### src/rtl/serial_adder_n_bit.sv
// serial_adder_n_bit
//   Multi-cycle WIDTH-bit adder/subtractor. Each RUN cycle adds one CHUNK-bit slice of the
//   captured operands plus a registered carry, so an operation takes NCHUNK = WIDTH/CHUNK
//   cycles. Subtraction is a + ~b + 1. The result and NZCV-style flags are registered and
//   change only when an operation completes.
//
// Ports
//   clk       in   clock, rising edge
//   rst       in   asynchronous active-high reset
//   start     in   request; accepted in IDLE, or in DONE together with ack
//   sub       in   0: a + b + c_in, 1: a - b (c_in ignored)
//   a, b      in   operands, captured on accept
//   c_in      in   carry in for add mode, captured on accept
//   ack       in   consumer has taken the result (used only while done=1)
//   busy      out  operation in progress
//   done      out  result and flags valid
//   result    out  sum / difference
//   c_out     out  carry out of MSB (for subtract, 1 = no borrow)
//   overflow  out  signed overflow
//   zero      out  result == 0
//   negative  out  result MSB
module serial_adder_n_bit #(
  parameter int unsigned WIDTH = 32,
  parameter int unsigned CHUNK = 8
) (
  input  logic             clk,
  input  logic             rst,
  input  logic             start,
  input  logic             sub,
  input  logic [WIDTH-1:0] a,
  input  logic [WIDTH-1:0] b,
  input  logic             c_in,
  input  logic             ack,
  output logic             busy,
  output logic             done,
  output logic [WIDTH-1:0] result,
  output logic             c_out,
  output logic             overflow,
  output logic             zero,
  output logic             negative
);

  // Guarded so a zero CHUNK reaches the check below instead of dividing by zero.
  localparam int unsigned NCHUNK = (CHUNK == 0) ? 1 : WIDTH / CHUNK;
  localparam int unsigned IDXW   = (NCHUNK > 1) ? $clog2(NCHUNK) : 1;
  localparam logic [IDXW-1:0] LAST_IDX = IDXW'(NCHUNK - 1);
  localparam bit BAD_PARAMS = (CHUNK == 0) ? 1'b1
                            : ((CHUNK > WIDTH) || ((WIDTH % CHUNK) != 0));

  if (BAD_PARAMS) begin : g_bad_params
    $error("serial_adder_n_bit: WIDTH must be a nonzero multiple of CHUNK");
  end

  typedef enum logic [1:0] {
    StIdle,
    StRun,
    StDone
  } state_e;

  state_e           state_q, state_d;
  logic [IDXW-1:0]  idx_q, idx_d;
  logic [WIDTH-1:0] op_a_q, op_a_d;
  logic [WIDTH-1:0] op_b_q, op_b_d;     // already inverted for subtract
  logic             carry_q, carry_d;
  logic [WIDTH-1:0] shadow_q, shadow_d; // partial sums, never driven to the outputs
  logic [WIDTH-1:0] result_q, result_d;
  logic             c_out_q, c_out_d;
  logic             overflow_q, overflow_d;
  logic             zero_q, zero_d;
  logic             negative_q, negative_d;

  // ---------------------------------------------------------------------------
  // Chunk datapath
  // ---------------------------------------------------------------------------
  logic [31:0]      bit_pos;
  logic [CHUNK-1:0] chunk_a;
  logic [CHUNK-1:0] chunk_b;
  logic [CHUNK:0]   chunk_sum;
  logic [WIDTH-1:0] chunk_mask;
  logic [WIDTH-1:0] full_sum;
  logic             msb_carry_in;
  logic             accept;
  logic             last_chunk;

  always_comb begin
    bit_pos    = 32'(idx_q) * CHUNK;
    chunk_a    = CHUNK'(op_a_q >> bit_pos);
    chunk_b    = CHUNK'(op_b_q >> bit_pos);
    chunk_sum  = {1'b0, chunk_a} + {1'b0, chunk_b} + {{CHUNK{1'b0}}, carry_q};
    chunk_mask = WIDTH'({CHUNK{1'b1}}) << bit_pos;
    full_sum   = (shadow_q & ~chunk_mask)
               | ((WIDTH'(chunk_sum[CHUNK-1:0]) << bit_pos) & chunk_mask);
    // Sum bit = a ^ b ^ carry_in, so the carry into the MSB is recovered from the sum bit.
    // Only meaningful on the last chunk, where chunk_sum[CHUNK-1] is the result MSB.
    msb_carry_in = op_a_q[WIDTH-1] ^ op_b_q[WIDTH-1] ^ chunk_sum[CHUNK-1];
    last_chunk   = (idx_q == LAST_IDX);
  end

  // ---------------------------------------------------------------------------
  // Control: next state and register updates
  // ---------------------------------------------------------------------------
  always_comb begin
    state_d    = state_q;
    idx_d      = idx_q;
    op_a_d     = op_a_q;
    op_b_d     = op_b_q;
    carry_d    = carry_q;
    shadow_d   = shadow_q;
    result_d   = result_q;
    c_out_d    = c_out_q;
    overflow_d = overflow_q;
    zero_d     = zero_q;
    negative_d = negative_q;
    accept     = 1'b0;

    unique case (state_q)
      StIdle: begin
        accept = start;
      end
      StRun: begin
        shadow_d = full_sum;
        carry_d  = chunk_sum[CHUNK];
        idx_d    = idx_q + 1'b1;
        if (last_chunk) begin
          result_d   = full_sum;
          c_out_d    = chunk_sum[CHUNK];
          overflow_d = msb_carry_in ^ chunk_sum[CHUNK];
          zero_d     = (full_sum == '0);
          negative_d = full_sum[WIDTH-1];
          idx_d      = '0;
          state_d    = StDone;
        end
      end
      StDone: begin
        // Without ack, start is ignored and the result is held.
        if (ack) begin
          accept  = start;
          state_d = StIdle;
        end
      end
      default: begin
        state_d = StIdle;
      end
    endcase

    // Shared by IDLE and by DONE+ack, giving back-to-back operation without a bubble.
    if (accept) begin
      op_a_d  = a;
      op_b_d  = sub ? ~b : b;
      carry_d = sub | c_in;
      idx_d   = '0;
      state_d = StRun;
    end
  end

  always_ff @(posedge clk or posedge rst) begin
    if (rst) begin
      state_q    <= StIdle;
      idx_q      <= '0;
      op_a_q     <= '0;
      op_b_q     <= '0;
      carry_q    <= 1'b0;
      shadow_q   <= '0;
      result_q   <= '0;
      c_out_q    <= 1'b0;
      overflow_q <= 1'b0;
      zero_q     <= 1'b0;
      negative_q <= 1'b0;
    end else begin
      state_q    <= state_d;
      idx_q      <= idx_d;
      op_a_q     <= op_a_d;
      op_b_q     <= op_b_d;
      carry_q    <= carry_d;
      shadow_q   <= shadow_d;
      result_q   <= result_d;
      c_out_q    <= c_out_d;
      overflow_q <= overflow_d;
      zero_q     <= zero_d;
      negative_q <= negative_d;
    end
  end

  // ---------------------------------------------------------------------------
  // Outputs
  // ---------------------------------------------------------------------------
  assign busy     = (state_q == StRun);
  assign done     = (state_q == StDone);
  assign result   = result_q;
  assign c_out    = c_out_q;
  assign overflow = overflow_q;
  assign zero     = zero_q;
  assign negative = negative_q;

endmodule

### config.mk
export PLATFORM = sky130hd
export DESIGN_NAME = serial_adder_n_bit
export DESIGN_NICKNAME = d
export VERILOG_FILES = /design/src/rtl/serial_adder_n_bit.sv
export SDC_FILE = /design/constraint.sdc
export NUM_CORES = 1
export LEC_CHECK = 0
export CAP_MARGIN = 20
export CORE_MARGIN = 2
export CORE_UTILIZATION = 45
export CTS_CLUSTER_SIZE = 10
export DETAILED_ROUTE_END_ITERATION = 8
export PLACE_DENSITY_LB_ADDON = 0.15
export RECOVER_POWER = 25
export REMOVE_ABC_BUFFERS = 1
export SLEW_MARGIN = 20
export SYNTH_ARGS = -nofsm -noshare
export SYNTH_HDL_FRONTEND = slang
export SYNTH_SLANG_ARGS = --single-unit
### constraint.sdc
create_clock -name clk -period 5.4 [get_ports clk]
set_input_delay 0.81 -clock clk [delete_from_list [all_inputs] [get_ports clk]]
set_output_delay 0.81 -clock clk [all_outputs]
set_load 0.005 [all_outputs]
==> run summary, run 1 <==
The run finished with clean final reports. Of the available clock period, the critical path in the final layout requires 67.90%. Detailed placement ended at an HPWL of 10750 um.

The floorplan step defined a core boundary enclosing 0.01442 mm2. Setup violations remaining at the end of the flow were counted as 0. The layout overhead on the synthesized area is 27.74%.

The signal on the critical path passes through mux4_2, fa_1, inv_1, fa_1, and2b_1, o22ai_2, xnor2_1, nor3_1, a21bo_2, a32o_1. The worst stage delay on the critical path was 810 ps; the overall power was 6.447 mW. The path class of the tightest hold or removal check is flop to flop. The die is 125.1 um tall. The measured slew at the worst slew-check pin is 1132 ps, and the power per unit of standard cell area is 765.4 mW/mm2. The via count of the first global-routing pass was 4959. The cell area that synthesis handed to floorplanning was 0.006594 mm2.

Dividing the detail-routed wire length by the instance count gives 17.26 um. The number of buffers on the longest clock path is 2. Input and output buffers added on the ports amount to 107.

The register bit count reported by yosys is 136. Once layout is complete, the utilization of the core stands at 58.40%. The net count of the finished layout is 768. The synthesized area divided by synthesized cell count is 11.14 um2, and the number of core rows is 44. The maximum fanout encountered on the critical timing path is 18, and the overall die width is 125.1 um. Entering global routing, the biggest net connects 102 pins.

The logs give 0 for the number of pins with negative max-slew slack in the final report and 0 for the count of max-cap constraint violations. Once placement completed, the tool counted placed cells totaling 850. The number of clock buffers added by TritonCTS is 17. Global router's overall resource usage: 20.48%.

Number of vias in the routed layout: 4922. Cell repeated most along the worst path: fa_1. The worst setup path is launched from a flop. The cell taking the most area after synthesis was dfrtp_1. Clock tree synthesis found a total of 136 sinks. Between clock sinks in the finished design, the worst skew comes to 6.711 ps. The first global-routing pass estimated 25540 um of wire. STA puts the critical path data arrival time at 3970 ps. Sorting the synthesized cells by area gives the leading types as dfrtp_1 52%, mux2_2 5.5%, mux4_2 5.5%. Number of diodes added for antenna fixing: 0.

At the later pin of the worst-skew pair, clock insertion delay measures 420 ps. For this run, asynchronously set or reset flops after synthesis account for 100.0%. For this run, design rule violations remaining after detail routing come to 0. Initial antenna violation count: 0. For this design the static power due to leakage is 3.523 nW. Area share of the largest cell type after synthesis: 51.61%. The H-tree generated during clock tree synthesis spans 4 levels. The total count of hold-check failures in the final report is 0.

The tools report the post-cts sizing count as 0. The final critical-path required period was 3666 ps. The number of setup buffers added after CTS is 0, and the required time of the critical path is 5710 ps. For the maximum vdd ir drop, the log shows 0.4860 mV.

The logs give 272.7 MHz for the timing-limited maximum frequency and 882 for the count of placed standard cells in the final layout, fillers left out. The detail route stage leaves a number of antenna-violating nets equal to 0. The register area share after synthesis was 51.61%. For this configuration, the core starts out at a cell density of 45.71%. TritonCTS built the clock tree. After the first detailed-routing iteration, the DRC count stood at 444. Setup repair after global routing left no endpoint under its margin.

The clock slew seen by the registers of the worst setup and hold paths was 60 ps; the final global-route overflow total was 0. For this run, the number of Yosys warnings is 0. Measured against its own limit, the worst slew margin works out to 24.02%. The synthesized design contains 0 enable-type register cells.

The most used flip-flop cell after synthesis is dfrtp_1. The global routing usage on met2 is 33.73%. The top-level I/O count was 108.

The floorplan step defined a die boundary enclosing 0.01564 mm2. The worst setup path is of the flop to flop kind. The detailed-route vias per instance came out at 5.580. The met3 usage is 4.151%. Cells with a size suffix above 1 make up 13.61% of the layout. CTS placed an instance of clkbuf_16 at the clock tree root.

For the final routed database, the setup TNS stands at 0 ps. For the hold buffer count at CTS, the log shows 0. At the end of routability-driven placement, the weighted congestion stood at 0.9006.

Global routing used 26.72% of the available met1 tracks. The count of different cell masters after synthesis is 64. The global routing stage identified its most utilized layer as met2. The slowest stage of the critical path is the xnor2_1 cell.

Before antenna repair, the detailed router went through 5 iterations. The kind of end point of the critical path was a flop. The cell count after synthesis came out at 592. The overall routed net length is 15220 um.
==> metrics by stage <==
step / hold WS [ps] / setup WS [ps] / instance area, um2
finish: 476.1 / 1734 / 8423
detailed placement: 470.1 / 1328 / 7765
floorplan: 448.8 / -2432 / 6399
global route: 495.8 / 1515 / 8423
global placement: 461.8 / 1414 / 7765
CTS: 484.7 / 1308 / 8422
==> cells in the mapped netlist (2+ instances only) <==
cell and number:
ha_1 11, nor2_1 66, nand2_1 48, nor3b_1 2
inv_1 16, clkbuf_1 22, buf_6 3, fa_1 2
a22o_1 18, mux2i_1 2, o31ai_1 2, mux4_2 16
a221oi_1 8, buf_4 4, nand3b_1 2, o21ai_0 23
nor3_1 4, a21o_1 6, nor4_1 4, buf_1 5
o221ai_1 4, o2111ai_1 2, and3b_1 3, mux2_2 32
o21a_1 8, nand2b_1 4, dfrtp_1 136, nor2b_1 4
a31oi_1 6, buf_2 6, a21oi_1 46, nand4_1 2
o21bai_1 2, a22oi_1 6, nand3_1 3, or3_1 2
xnor2_1 35
==> cells in the final DEF (no fill, tap or decap), drive strengths merged, types with 11 or more instances in the layout <==
cell type and count:
clkbuf 22, xnor2 35, dfrtp 136, a22o 18, clkdlybuf4s50 105, o21ai 24
a21oi 46, mux2 32, inv 16, mux4 16, nor2 66, nand2 48
ha 11
==> layer usage <==
| metal | vias to the layer above | part of all wire, % | routed length, um |
|---|---|---|---|
| met5 | - | 0 | 0 |
| met3 | 30 | 5.2 | 796 |
| met4 | 0 | 2.5 | 380 |
| met2 | 158 | 49 | 7437 |
| met1 | 2433 | 43 | 6609 |
| li1 | 2301 | - | - |
==> critical path, delay by kind of cell, from the launching register on <==
family | cells | cell delay, ps
adder cells (fa/ha/maj) | 2 | 610
AO/OA/AOI/OAI | 3 | 600
buffers and inverters | 1 | 60
XOR/XNOR | 1 | 810
flip-flops | 1 | 730
AND/OR/NAND/NOR | 2 | 380
multiplexers | 1 | 360
==> state kept, by name, indices dropped and copies added (netlist names) <==
signal and count:
idx_q 2, op_b_q 32, overflow 1, op_a_q 32, carry_q 1, zero 1, shadow_q 32, state_q 2
c_out 1, result 32
==> where the power goes <==
group          internal, mW  switching [mW]  leakage (nW)
Combinational          1.43            1.99          1.54
Sequential             1.46           0.292          1.67
Clock                 0.847           0.433         0.315
==> final cells by class <==
type / count / area [um2]
multi-input combinational: 400 / 2948
clock buffer: 22 / 464.2
fill: 1244 / 6001
sequential: 136 / 3405
tap: 184 / 230.2
timing repair buffer: 114 / 1119
clock inverter: 10 / 192.7
inverter: 16 / 65.06
==> logic make-up (layout without fill, tap and decap cells) <==
logic type	count (synthesis)	count (layout)	synth area share, %
fa+ha+maj	13	13	2.694
buf+inv	56	162	3.871
flops	136	136	51.61
mux	50	50	11.23
compound gates	149	149	15.39
simple gates	152	152	10.42
xor+xnor	36	36	4.782
==> final timing paths <==
| kind | startpoint | endpoint | slack, ps | cells past startpoint |
|---|---|---|---|---|
| setup reg to reg | idx_q[0] | zero | 1730 | 10 |
| hold / removal | result[9] | result[9] | 480 | 2 |
| setup / recovery | idx_q[0] | zero | 1730 | 10 |
| hold reg to reg | result[9] | result[9] | 480 | 2 |
| max in group asynchronous | rst | result[14] | 3240 | 3 |
| min in group asynchronous | rst | result[12] | 1030 | 2 |
No activity file was read; power rests on OpenSTA's default activity.
==> run 2: changes to the inputs <==
==> constraint.sdc (replaced) <==
create_clock -name clk -period 3.3 [get_ports clk]
set_input_delay 0.495 -clock clk [delete_from_list [all_inputs] [get_ports clk]]
set_output_delay 0.495 -clock clk [all_outputs]
set_load 0.005 [all_outputs]
==> run summary, run 2 (synthesis gave the netlist of run 1 again) <==
Net switching is 41.40% of the power. The number of setup buffers added after CTS was 0; the power per unit of standard cell area was 1311 mW/mm2. Derived from the worst setup path, the maximum achievable clock frequency is 317.9 MHz. The post-cts sizing count came out at 0.

The share of total power dissipated in sequential elements is 24.9%. The routed design has 16010 um of wire. The initial antenna violation count was 0; the placeable core area was 0.01442 mm2. Per report_power, the combinational group accounts for 57.2% of the total. The measured slew at the worst slew-check pin was 2361 ps. The family with the most delay on the worst path was compound AO/OA/AOI/OAI gates. The tools report the internal portion of total power as 6.608 mW. The global router's overall resource usage came out at 21.43%. Row generation in the floorplan step produced 44 rows. After clock tree synthesis, the flow added hold-fix buffers numbering 0. The logs give -57.39% for the headroom to the max-slew limit and 0 for the remaining antenna violation count after routing. After global routing the overflow that remains totals 0.

The via count of the first global-routing pass was 5199. The classification of the worst-slack hold path was flop to flop. The run gives 0.008603 mm2 as the summed area of non-filler cells in the final layout. On the critical path, the stage with the largest delay is an instance of mux4_2. The initial utilization of the core area, before any placement, comes to 45.71%. The count of max-cap constraint violations was 1; the layout overhead on the synthesized area was 30.47%.

The clock slew seen by the registers of the worst setup and hold paths is 60 ps. In this design, the stage delay of the slowest critical-path cell is 520 ps. The analysis attributes to cell leakage a power of 3.646 nW.

The final weighted congestion of routability-driven global placement came out at 0.9074. The clock tree synthesis step divided the H-tree into 4 levels. Across the VDD grid, the largest voltage drop is 0.6688 mV. Remaining design rule violation count: 0.

The tools report the number of diodes added for antenna fixing as 0. TritonCTS built the clock tree. Measured on the finished design, the core utilization comes to 59.65%. The placed instances occupy a cell area of 0.007958 mm2. The detailed router finished its first iteration with 267 violations. The count of placed standard cells in the final layout, fillers left out is 906. The number of pins with negative max-slew slack in the final report is 60, and the required time of the critical path is 3610 ps. The run finished, with violations left.

For the worst-skew pair, the clock arrives at the later sink with an insertion delay of 430 ps. Leaving out fill and tap cells, the most frequent cells in the layout are 136 x dfrtp_1, 105 x clkdlybuf4s50_1, 65 x nor2_1. Across all register-to-register paths, the minimum setup slack is 150 ps.

STA classifies the critical path startpoint as a flop. The critical path arrival is 3460 ps, and the power share of the clock group is 17.8%. The signal on the critical path passes through buf_4, mux4_2, ha_1, and2_4, a221o_1, o2111ai_2, nand3_2, nand2b_1, a32o_1. The total count of hold-check failures in the final report was 0.

Counting buffers and inverters, the worst setup path is 9 cells deep. The placed wire-length estimate was 11350 um. The critical path is of the flop to flop type. Most frequent standard cell in the layout excluding fill and tap cells: dfrtp_1. For the number of cells after detailed placement, the log shows 874.

STA classifies the critical path endpoint as a flop. The logs give 26590 um for the wire length of the first global-routing pass and 108 for the top-level I/O count. The pin count of the biggest net entering global routing is 63.

The run gives 0 as the final count of negative-setup-slack endpoints. The cell sitting at the root of the clock tree is a clkbuf_16. The final reports fail on capacitance limit, slew limit. The endpoint identified for the worst register-to-register timing path is zero. The tools report the post-route worst setup slack as 154.3 ps. Port buffering added 107 buffers.

The startpoint of the most critical register-to-register path is idx_q[0]. The critical path ends at zero. The buffers plus inverters on the worst setup path was 1. The height of the chip works out to 125.1 um. Clock tree synthesis found a total of 136 sinks.

The tightest hold path in the finished design has a slack of 477.4 ps. The clock arrives with 6.307 ps of skew. The area enclosed by the die boundary is 0.01564 mm2. Of all nets on the critical path, the largest fanout is 9. For the switching power of the nets, the log shows 4.669 mW.

The depth of the worst register-to-register path was 9; the number of detailed-route iterations in the first pass was 4. Overall power consumption after layout is estimated at 11.28 mW. For the number of buffers inserted during clock tree synthesis, the log shows 17.

The final route contains 5015 vias. The die is 125.1 um wide. For the final routed database, the setup TNS stands at 0 ps. The final routed wire length divided by cell count works out to 17.67 um.

The detailed-route vias per instance works out to 5.535. The origin of the worst setup path was idx_q[0]. For the number of nets in the final layout, the log shows 792.

Dividing the final minimum period by the clock period gives 95.32%. Prior to clock tree synthesis, the placed netlist has a worst setup slack of 78.11 ps. No sink is reached through more buffers than the 2 on the longest clock path.

The worst path in the final design needs a cycle of 3146 ps, including I/O delays and setup. The fraction of layout cells with a size suffix above 1 works out to 16.90%.
-- run 2: changes by cell type in the layout (fill, tap and decap cells not counted), sizes merged --
cell / delta
clkinv: -1
clkbuf: +4
bufinv: -2
buf: +23
-- run 2: worst min path at each step --
| stage | depth (start not counted) | startpoint | slack, ps | end |
|---|---|---|---|---|
| after floorplan | 2 | shadow_q[28] | 450 | shadow_q[28] |
| after global placement | 2 | result[9] | 460 | result[9] |
| after detailed placement | 2 | shadow_q[9] | 470 | shadow_q[9] |
| after CTS | 2 | shadow_q[9] | 480 | shadow_q[9] |
| after global routing | 1 | result[23] | 520 | result[23] |
| final | 2 | result[13] | 480 | result[13] |
-- run 2: per-layer routing --
layer  track usage (%)  up-vias  share of wire (%)
met5                 0        -                  0
met3             4.065       22                4.3
met1             27.74     2503                 44
met4             8.693        0                1.8
met2             35.71      145                 50
li1                  -     2345                  -
-- run 2: power by group through the flow --
stage | clock (mW) | sequential (mW) | combinational, mW
floorplan | 0 | 2.79 | 3.79
global placement | 0 | 2.83 | 6.22
detailed placement | 0 | 2.84 | 6.33
CTS | 2.03 | 2.82 | 6.36
global route | 2.10 | 2.90 | 7.02
finish | 2.01 | 2.81 | 6.45
-- run 2: tightest hold or removal path: cells and delay by family (launching register included) --
kind	cells	cell delay [ps]
compound gates	1	60
simple gates	1	40
flops	1	340
-- run 2: final cells by class --
class	instances	area, um2
well taps	184	230.2
fillers	1239	5821
inverters	16	60.06
clock buffers	25	515.5
clock inverters	7	112.6
multi-input cells	400	2970
repair buffers	138	1311
flip-flops and latches	136	3403
==> run 3: changes to the inputs <==
==> constraint.sdc (replaced) <==
create_clock -name clk -period 2.99 [get_ports clk]
set_input_delay 0.4485 -clock clk [delete_from_list [all_inputs] [get_ports clk]]
set_output_delay 0.4485 -clock clk [all_outputs]
set_load 0.005 [all_outputs]
==> run summary, run 3 (synthesis gave the netlist of run 1 again) <==
In this run the tool buffered the top-level ports with 107 buffer cells. The hold buffer count at CTS is 0, and the maximum fanout encountered on the critical timing path is 5. TritonCTS built the clock tree. The detail route stage leaves a number of antenna-violating nets equal to 0. The global router's overall resource usage was 21.47%; the overall die width was 125.1 um.

Number of vias in the routed layout: 5027. For the violation count after the first detailed-route iteration, the log shows 335. Entering global routing, the biggest net connects 102 pins. Cell repeated most along the worst path: fa_2. The clock slew seen by the registers of the worst setup and hold paths was 60 ps; the critical path arrival was 3310 ps. The flow ran to the end, but the final reports show violations. The number of pins with negative max-slew slack in the final report was 56.

The overall routed net length is 16050 um. The logs give 5221 for the via count of the first global-routing pass and 0.003405 mm2 for the area of all sequential standard cells. The kind of end point of the critical path is a flop. Measured along the y axis, the die boundary spans 125.1 um. The family with the most delay on the worst path was compound AO/OA/AOI/OAI gates. The timing-limited maximum frequency was 333.6 MHz; the number of fill cells was 1195.

Using the TritonRoute via totals, the vias-per-cell ratio works out to 5.417. The placed wire-length estimate is 11440 um, and the buffers plus inverters on the worst setup path is 1. The area enclosed by the die boundary was 0.01564 mm2; the starting density of the core was 45.71%. The final critical-path required period was 2998 ps.

Post-route worst setup slack: -7.651 ps. Once layout is complete, the utilization of the core stands at 61.94%. The H-tree was split into 4 levels.

The tightest min-delay check is of the flop to flop type. In the final routed layout, each cell accounts on average for 17.30 um. Most frequent standard cell in the layout excluding fill and tap cells: dfrtp_1.

Traced cell by cell, the critical path runs through mux4_2, fa_2, inv_2, fa_2, and2b_2, o21a_1, o211a_1, o21ai_2, a21bo_2, a32o_1. The logs give 0 for the total count of hold-check failures in the final report and 26570 um for the wire length of the first global-routing pass. Clock tree synthesis selected as its root buffer the cell clkbuf_16.

Hold timing on the final database bottoms out at a slack of 479.8 ps. The measured slew at the worst slew-check pin works out to 2114 ps. Of the available clock period, the critical path in the final layout requires 100.3%. The post-route netlist has 22.58% of its cells at a drive strength greater than 1.

Headroom to the max-slew limit came out at -40.96%. Across the routed clock network, the largest skew measured is 7.871 ps. Setup repair after global routing could not meet its margin everywhere. STA classifies the critical path startpoint as a flop.

For the placeable core area, the log shows 0.01442 mm2. The checks that failed: capacitance limit, slew limit, setup timing. The final count of negative-setup-slack endpoints came out at 1.

The tools report the aggregate negative setup slack as -7.651 ps. For this design the top-level I/O count stands at 108. The slowest stage of the critical path is the mux4_2 cell. In the layout the commonest cells are 135 x dfrtp_1, 106 x clkdlybuf4s50_1, 64 x nor2_1. Global routing finished with a remaining overflow of 0. By startpoint and endpoint, the worst setup path is classified as flop to flop. Worst stage delay on the critical path: 540 ps.

After detailed routing, the number of remaining DRC violations is 0. Relative to the synthesized area, the layout overhead comes to 35.50%. The initial antenna violation count is 0, and the number of diodes added for antenna fixing is 0.

For the final weighted congestion of routability-driven global placement, the log shows 0.8901. In this run the core area contains 44 standard-cell rows. The logs give 0.003118 mm2 for the multi-input logic area and 2 for the number of buffers on the longest clock path. In the final design database the tool counted 814 nets. Before antenna repair, the detailed router went through 4 iterations. Clock tree synthesis found a total of 136 sinks.

For the required time of the critical path, the log shows 3300 ps. At the later pin of the worst-skew pair, clock insertion delay measures 420 ps. Number of buffers inserted during clock tree synthesis: 17. For the count of max-cap constraint violations, the log shows 1.
-- run 3: changes by cell type in the layout (fill, tap and decap cells not counted), sizes merged --
cell,before,now
clkdlybuf4s50,105,106
bufinv,3,4
clkinv,3,6
buf,31,52
dlygate4sd3,1,0
clkbuf,26,21
clkinvlp,1,3
-- run 3: layer usage --
layer	track usage (%)	vias to the layer above	share of wire (%)
li1	-	2402	-
met3	4.407	24	5.1
met2	36.03	143	50
met5	0	-	0
met1	27.22	2458	43
met4	9.020	0	2.2
-- run 3: cell type report --
| type | count | share of cell area (%) |
|---|---|---|
| Clock buffer | 19 | 5.069 |
| Multi-Input combinational cell | 400 | 34.90 |
| Clock inverter | 13 | 1.975 |
| Tap cell | 184 | 2.577 |
| Inverter | 16 | 0.6722 |
| Sequential cell | 136 | 38.10 |
| Timing Repair Buffer | 160 | 16.71 |
-- run 3: what timing repair did --
action / 4_1_cts / 5_1_grt
pin swaps: 8 / 7
setup buffers: 3 / 3
resized for setup: 13 / 24
endpoints found under the setup margin: 19 / 16
-- run 3: tightest hold or removal path: stages, from the launching register on --
cell     delay [ps]
dfrtp_1         340
nand2_1          50
o21ai_0          60
-- run 3: worst paths after layout --
path | startpoint | end | slack (ps) | cells past startpoint
max | idx_q[0] | zero | -8 | 10
min | shadow_q[22] | shadow_q[22] | 480 | 2
max reg2reg | idx_q[0] | zero | -8 | 10
min reg2reg | shadow_q[22] | shadow_q[22] | 480 | 2
max in group asynchronous | rst | op_a_q[26] | 540 | 3
min in group asynchronous | rst | shadow_q[9] | 1030 | 2
-- run 3: through the flow --
step                instance area [um2]  cells  setup slack, ps
floorplan                          6399    552            -4480
global placement                   8078    890           -119.8
detailed placement                 8078    890           -217.1
CTS                                8778    925           -4.097
global route                       8935    928           -137.3
finish                             8935    928           -7.651
Power of run 3 is not shown: default switching activity piles up to over one toggle a cycle in this logic, so the estimate is an artifact.
